### src/rtl/lcd_hd44780_writer.sv
// lcd_hd44780_writer: HD44780 4-bit writer with built-in power-on init and cycle-count timing.
module lcd_hd44780_writer #(
    parameter int CNT_W       = 18,
    parameter int T_PWRUP     = 180000,
    parameter int T_INIT1     = 49200,
    parameter int T_INIT2     = 1200,
    parameter int T_SETUP     = 1,
    parameter int T_EPW       = 6,
    parameter int T_HOLD      = 12,
    parameter int T_EXEC      = 480,
    parameter int T_EXEC_LONG = 19680
) (
    input  logic       refclk,
    input  logic       reset,
    input  logic       in_valid,
    output logic       in_ready,
    input  logic       in_rs,
    input  logic [7:0] in_data,
    output logic       init_done,
    output logic [3:0] lcd_dq,
    output logic       lcd_rs,
    output logic       lcd_e
);
    localparam logic [2:0] S_PWR   = 3'd0;
    localparam logic [2:0] S_SETUP = 3'd1;
    localparam logic [2:0] S_EHIGH = 3'd2;
    localparam logic [2:0] S_HOLD  = 3'd3;
    localparam logic [2:0] S_WAIT  = 3'd4;
    localparam logic [2:0] S_IDLE  = 3'd5;

    localparam logic [CNT_W-1:0] ONE         = CNT_W'(1);
    localparam logic [CNT_W-1:0] L_PWRUP     = CNT_W'(T_PWRUP - 1);
    localparam logic [CNT_W-1:0] L_INIT1     = CNT_W'(T_INIT1 - 1);
    localparam logic [CNT_W-1:0] L_INIT2     = CNT_W'(T_INIT2 - 1);
    localparam logic [CNT_W-1:0] L_SETUP     = CNT_W'(T_SETUP - 1);
    localparam logic [CNT_W-1:0] L_EPW       = CNT_W'(T_EPW - 1);
    localparam logic [CNT_W-1:0] L_HOLD      = CNT_W'(T_HOLD - 1);
    localparam logic [CNT_W-1:0] L_EXEC      = CNT_W'(T_EXEC - 1);
    localparam logic [CNT_W-1:0] L_EXEC_LONG = CNT_W'(T_EXEC_LONG - 1);

    localparam logic [7:0] INIT_ROM [4] = '{8'h28, 8'h0C, 8'h01, 8'h06};

    logic [2:0]       state;
    logic [2:0]       step;
    logic [2:0]       item_idx;
    logic [CNT_W-1:0] cnt;
    logic [CNT_W-1:0] wait_q;
    logic [CNT_W-1:0] ld_wait;
    logic [3:0]       lo_q;
    logic [7:0]       item_byte;
    logic [7:0]       ld_byte;
    logic             armed;
    logic             nib_only;
    logic             low_phase;
    logic             last;
    logic             start_user;
    logic             start_item;
    logic             ld_rs;
    logic             ld_nib_only;

    // Init items 0..3 are bare nibbles (3,3,3,2); items 4..7 are full ROM bytes.
    always_comb begin
        last        = cnt == '0;
        item_idx    = state == S_PWR ? 3'd0 : step + 3'd1;
        item_byte   = item_idx[2] ? INIT_ROM[item_idx[1:0]] : {item_idx == 3'd3 ? 4'h2 : 4'h3, 4'h0};
        start_user  = state == S_IDLE && in_valid && in_ready;
        start_item  = start_user || (last && ((state == S_PWR && armed) ||
                      (state == S_WAIT && !init_done && step != 3'd7)));
        ld_byte     = start_user ? in_data : item_byte;
        ld_rs       = start_user && in_rs;
        ld_nib_only = !start_user && !item_idx[2];
        ld_wait     = ld_nib_only ? (item_idx == 3'd0 ? L_INIT1 : L_INIT2) :
                      (!ld_rs && ld_byte[7:2] == 6'd0) ? L_EXEC_LONG : L_EXEC;
    end

    always_ff @(posedge refclk) begin
        if (reset) begin
            state     <= S_PWR;
            cnt       <= '0;
            armed     <= 1'b0;
            step      <= 3'd0;
            lo_q      <= 4'h0;
            wait_q    <= '0;
            nib_only  <= 1'b0;
            low_phase <= 1'b0;
            in_ready  <= 1'b0;
            init_done <= 1'b0;
            lcd_dq    <= 4'h0;
            lcd_rs    <= 1'b0;
            lcd_e     <= 1'b0;
        end else begin
            if (!last)
                cnt <= cnt - ONE;
            if (start_item) begin
                lo_q      <= ld_byte[3:0];
                wait_q    <= ld_wait;
                nib_only  <= ld_nib_only;
                low_phase <= 1'b0;
                lcd_dq    <= ld_byte[7:4];
                lcd_rs    <= ld_rs;
                in_ready  <= 1'b0;
                state     <= S_SETUP;
                cnt       <= L_SETUP;
                if (state == S_WAIT)
                    step <= step + 3'd1;
            end else begin
                case (state)
                    S_PWR: begin
                        if (!armed) begin
                            armed <= 1'b1;
                            cnt   <= L_PWRUP;
                        end
                    end
                    S_SETUP: begin
                        if (last) begin
                            state <= S_EHIGH;
                            lcd_e <= 1'b1;
                            cnt   <= L_EPW;
                        end
                    end
                    S_EHIGH: begin
                        if (last) begin
                            state <= S_HOLD;
                            lcd_e <= 1'b0;
                            cnt   <= L_HOLD;
                        end
                    end
                    S_HOLD: begin
                        if (last) begin
                            if (!nib_only && !low_phase) begin
                                low_phase <= 1'b1;
                                lcd_dq    <= lo_q;
                                state     <= S_SETUP;
                                cnt       <= L_SETUP;
                            end else begin
                                state <= S_WAIT;
                                cnt   <= wait_q;
                            end
                        end
                    end
                    S_WAIT: begin
                        // Reached only after the last init byte or a user byte.
                        if (last) begin
                            state     <= S_IDLE;
                            in_ready  <= 1'b1;
                            init_done <= 1'b1;
                        end
                    end
                    default: ;
                endcase
            end
        end
    end
endmodule

### config.mk
export PLATFORM = sky130hd
export DESIGN_NAME = lcd_hd44780_writer
export DESIGN_NICKNAME = d
export VERILOG_FILES = /design/src/rtl/lcd_hd44780_writer.sv
export SDC_FILE = /design/constraint.sdc
export NUM_CORES = 1
export LEC_CHECK = 0
export ABC_AREA = 1
export CORE_MARGIN = 1.5
export CORE_UTILIZATION = 40
export CTS_CLUSTER_DIAMETER = 120
export DETAILED_ROUTE_END_ITERATION = 8
export GPL_TIMING_DRIVEN = 0
export PLACE_DENSITY_LB_ADDON = 0.2
export REMOVE_ABC_BUFFERS = 1
export SKIP_LAST_GASP = 1
export SLEW_MARGIN = 20
export SYNTH_ARGS = -nofsm -noshare
export SYNTH_HDL_FRONTEND = slang
export SYNTH_SLANG_ARGS = --single-unit
### constraint.sdc
create_clock -name refclk -period 2.1 [get_ports refclk]
set_input_delay 0.42 -clock refclk [delete_from_list [all_inputs] [get_ports refclk]]
set_output_delay 0.42 -clock refclk [all_outputs]
set_load 0.05 [all_outputs]
; ---- Word level (Yosys, flattened, before mapping)
; Index checks and enable logic that the tools add are counted.
[totals]
reg_bits = 57
input_bits = 12
output_inout_bits = 8
elab_cells = 103
[classes]
n_addsub = 2
n_lt_le_gt_ge = 1
n_eq_ne = 15
n_mux = 31
bitwise = 2
n_reduce_logical = 38
[op_table]
columns = operator, count
row1 = 2-to-1 mux 18 bit, 6
row2 = one-hot mux 18 bit (4 select lines), 1
row3 = 2-to-1 mux 16 bit, 2
row4 = 2-to-1 mux 8 bit, 4
row5 = logical NOT 18 bit, 1
row6 = 2-to-1 mux 3 bit, 6
row7 = "subtractor 18 x 1 -> 18 bit, second input constant", 1
row8 = binary-select mux 8 bit (select 2 bit), 1
row9 = 2-to-1 mux 4 bit, 4
row10 = 2-to-1 mux 15 bit, 1
row11 = "inequality test 3 bit, second input constant", 5
row12 = one-hot mux 3 bit (4 select lines), 1
row13 = logical AND 1 bit, 10
row14 = AND reduction 5 bit, 2
row15 = "equality test 3 x 2 -> 1 bit, second input constant", 3
row16 = AND reduction 3 bit, 3
row17 = "inequality test 2 bit, second input constant", 4
row18 = nonzero test 2 bit, 4
row19 = "equality test 3 bit, second input constant", 2
row20 = logical NOT 1 bit, 6
row21 = logical NOT 3 bit, 2
row22 = logical NOT 6 bit, 1
row23 = AND reduction 2 bit, 3
row24 = nonzero test 5 bit, 1
row25 = 11 further kinds, 15

; ---- Depth between registers and ports, before layout
[depth]
word_depth = 12
depth_mapped = 13
mapped_depth_nobuf = 13

; ---- Worst setup path before layout
; Ideal clock, no wire load.
[synth_path]
path_type = flip-flop to flip-flop
startpoint = register in_ready
endpoint = register step[0]
setup_time_ps = 120
arrival_time_ps = 1627
required_ps = 1980
setup_slack_ps = 353
path_stages_with_launch = 9
path_buffers = 1
synth_period_minus_slack_ps = 1747
path_cell_list = dfxtp_1 nand2_1 nor2_1 nand2_4 nand3_4 buf_6 nand3_1 o21ai_0 a21oi_1
[synth_between]
elab_chain_cells = 3
[synth_lines]
columns = item, line
row1 = start: declaration, 16  ; output logic in_ready,
row2 = start signal: assignment, 86  ; in_ready <= 1'b0;
row3 = start signal: assignment, 101  ; in_ready <= 1'b0;
row4 = start signal: assignment, 145  ; in_ready <= 1'b1;
row5 = logical AND 1 bit, 66  ; start_user = state == S_IDLE && in_valid && in_ready;
row6 = logical OR 1 bit, 67  ; start_item = start_user || (last && ((state == S_PWR && armed) ||
row7 = AND reduction 2 bit (no line), n/a
row8 = end signal: assignment, 105  ; step <= step + 3'd1;
row9 = end: declaration, 44  ; logic [2:0] step;
; Every way passes these cells.
; A chain may end at the register's enable or synchronous reset.

; ---- Worst setup path in the final report
[layout_path]
startpoint = register cnt[0]
endpoint = register cnt[11]
[layout_between]
elab_chain_cells = 4
elab_cells_between_ends = 11
cone_classes = add/sub (1) / mux (6) / reduce/logical (4)
[layout_lines]
columns = item, line
row1 = start: declaration, 46  ; logic [CNT_W-1:0] cnt;
row2 = start signal: assignment, 93  ; cnt <= cnt - ONE;
row3 = start signal: assignment, 137  ; cnt <= wait_q;
row4 = subtractor 18 x 1 -> 18 bit / logical NOT 18 bit (equally long branches), "93, 63"
row5 = 2-to-1 mux 18 bit / logical AND 1 bit (equally long branches), "92, 67"
row6 = "2-to-1 mux 18 bit, or another cell as far along", 129  ; if (last) begin
row7 = one-hot mux 18 bit (4 select lines) / OR reduction 2 bit (equally long branches), n/a
; Parallel ways exist; a longest one is shown, timed or not.

==> metrics.txt <==
Hold Slack=0.452 ns; Lkg Pwr=1.51 nW; worst hold stages=2; worst skew pair latency=0.30 ns; effective utilization at floorplan=42.0%; post-synthesis cell count=436; vias per cell=around 5; clock power share=31.9%; crit end category=register; wire length per cell=13.3 um; VDD IR max=352 uV; I/O pins=20; Die H=approximately 88 um; clock skew=0.00869 ns; share of layout cells above drive strength 1=12.3%; synth top area cells=dfxtp_1 (32%), nand2_1 (13%), nor2_1 (8.0%); # DRC=0; worst setup path start=cnt[0]$_SDFF_PP0_; NetSw=0.000800 W; reg-to-reg critical path startpoint=cnt[0]$_SDFF_PP0_; number of synthesized flops with an enable pin=0; CTS tree=built; Yosys top cell area share=about 32%; Seq pwr share=40.9%; dominant synthesized flop cell=dfxtp_1; Avg Inst Size Synth=6.65 um^2; initial DRC count=152; Multi-input gate area=0.00172 mm^2; Synth-to-Final Area Change=16.9%; GPL Wtd Cong=0.933; register bit count reported by yosys=47; CTS Buf Count=5; top cells by count, synth=nand2_1 (104), nor2_1 (62), dfxtp_1 (47), inv_1 (43), nand3_1 (32); final setup violation count=0; Worst-path clk slew=roughly 0.1 ns; top-count cell post-synth=nand2_1; Final Hold Fails=0; CTS Buffer Depth=2; Setup Total Neg Slack=0 ns; Final ANT Viol Nets=0; final core occ=49.1%; startpoint types=register; number of clock sinks=47; Slew HR=59.1%; Layout Cells excl Fill=560; worst-case reg-to-reg path depth=13; Reg-to-Reg End=cnt[11]$_SDFF_PP0_; CP required=2.30 ns; Pre-Repair DR Iteration Count=4; Sw Share=roughly a third; post-layout power=approximately 0.0025 W; HP Class=reg -> reg; initial antenna violation count=0; H-tree depth reported by CTS=2; Die Footprint=0.00777 mm^2; f_max=516 MHz; worst-margin pin slew=0.612 ns; cts hold-fix bufs=0; n_diodes=0; Crit Path Class=reg -> reg; Critical Path AT=2.13 ns; Die X-Extent=just under 90 um; Core Rows=30; synth warn=0; Syn Std Cell Area=0.00290 mm^2; Total GRT Usage=20.4%; worst setup path endpoint=cnt[11]$_SDFF_PP0_; register area share after synthesis=32.4%; Final Max Slew Viols=0; FFs w/ async S/R, synth=0%; area taken by flip-flops and latches=945 um^2; Fill cells=between 700 and 800; internal power=0.00169 W; outcome=completed; first-pass GRT wire length=12,200 um; Inst Count DP=542; Netlist cell types=39; Max Cap Viol=0; highest fanout seen on the critical path=15; share of power burned in combinational logic=a little over a quarter; Routed Wire Length=7440 um; Final HPWL DP=5440 um; vias in the first global route=2,550; fin crit share=between 90% and 100%; Core Box Area=0.00691 mm^2; pwr dens=736 mW/mm^2; reg-to-reg setup timing slack=0.16 ns; total grt overflow=0; Final min period=1.94 ns; input/output buffers=19; CTS root buf=clkbuf_8; via count=between 2,000 and 3,000; largest area contributor in the netlist=dfxtp_1; final net count=480; largest net degree at the start of global routing=16
metal layers:
metal / share of wire [%] / GRT usage [%]
met3: 3.8 / 3.39
met2: 48 / 34.4
met1: 47 / 26.4
met4: 1.4 / 6.68
met5: 0 / 0
stage by stage:
step                      worst slack (ns)  instance area (um^2)
after floorplan                      0.257                  2830
after global placement              -0.317                  3140
after detailed placement            -0.332                  3140
after CTS                          0.00445                  3300
after global routing             -0.000884                  3390
final                                0.164                  3390
critical path: stages, from the launching register on:
cell and delay, ns:
dfxtp_1 0.37, inv_2 0.11, ha_1 0.20, nand2_1 0.06, nor2_1 0.19, nand2_4 0.16
nand2_8 0.14, nand2_8 0.10, nand2_8 0.14, inv_6 0.09, nand2_1 0.10, inv_1 0.06
nand2_1 0.05, nand2_1 0.04
layout make-up:
cell class                 count  share of cell area, %
clock inverter                 2                   1.77
inverter                      51                   5.91
timing repair buffer          29                   7.90
tap                           96                   3.54
sequential                    47                   27.9
clock buffer                   6                   2.14
multi-input combinational    329                   50.9
placed cells by master (no fill, tap or decap), types with 2 or more instances in the layout:
cell and instances:
a21oi_1 23, nand2_4 3, clkbuf_8 5, o22ai_1 5
a21boi_0 2, inv_2 9, a22oi_1 3, a21oi_2 2
o21bai_1 3, inv_1 40, xnor2_1 4, nand3_2 3
buf_4 10, ha_1 5, nand2_1 104, bufinv_16 2
nor3_1 11, xor2_1 4, or2_2 2, nand4_1 6
a31oi_1 2, nand3b_1 3, clkdlybuf4s50_1 18, nor2_2 5
nor2_4 5, nor2_1 62, o211ai_1 3, o21a_1 3
nand2_2 2, nand2_8 3, nand3_1 32, dfxtp_1 46
o21ai_0 23
worst min path at each step:
stage	from	end	slack (ns)
5_1_grt	step[1]$_SDFFE_PP0P_	step[1]$_SDFFE_PP0P_	0.47
4_1_cts	wait_q[10]$_SDFFE_PP0P_	wait_q[10]$_SDFFE_PP0P_	0.46
2_1_floorplan	wait_q[10]$_SDFFE_PP0P_	wait_q[10]$_SDFFE_PP0P_	0.43
6_report	wait_q[10]$_SDFFE_PP0P_	wait_q[10]$_SDFFE_PP0P_	0.45
3_3_place_gp	step[1]$_SDFFE_PP0P_	step[1]$_SDFFE_PP0P_	0.44
3_5_place_dp	wait_q[10]$_SDFFE_PP0P_	wait_q[10]$_SDFFE_PP0P_	0.44
flip-flops by register name (all words and copies together) (netlist names), 3 cells and up:
name    flops
lcd_dq      4
wait_q      9
step        3
lo_q        4
cnt        18
state       3
cell families (layout without fill, tap and decap cells):
group	Yosys count	count (layout)	synth area share (%)
buf+inv	60	88	9.19
flops	47	47	32.4
fa+ha+maj	5	5	2.16
xor+xnor	8	8	2.42
simple gates	243	243	39.1
compound gates	73	73	14.7
power groups by stage:
stage,Clock [W],Sequential [W],Combinational [W]
after detailed placement,0,0.00104,0.000630
final,0.000794,0.00102,0.000680
after CTS,0.000810,0.00102,0.000642
after global routing,0.000845,0.00103,0.000776
after floorplan,0,0.00103,0.000485
after global placement,0,0.00104,0.000627
what timing repair did:
item | in CTS | in global routing
setup endpoints to repair | 21 | 18
setup buffers | 0 | 10
resized for setup | 5 | 6
pin swaps | 0 | 2
Note: power is estimated with default switching activity, not from simulation.
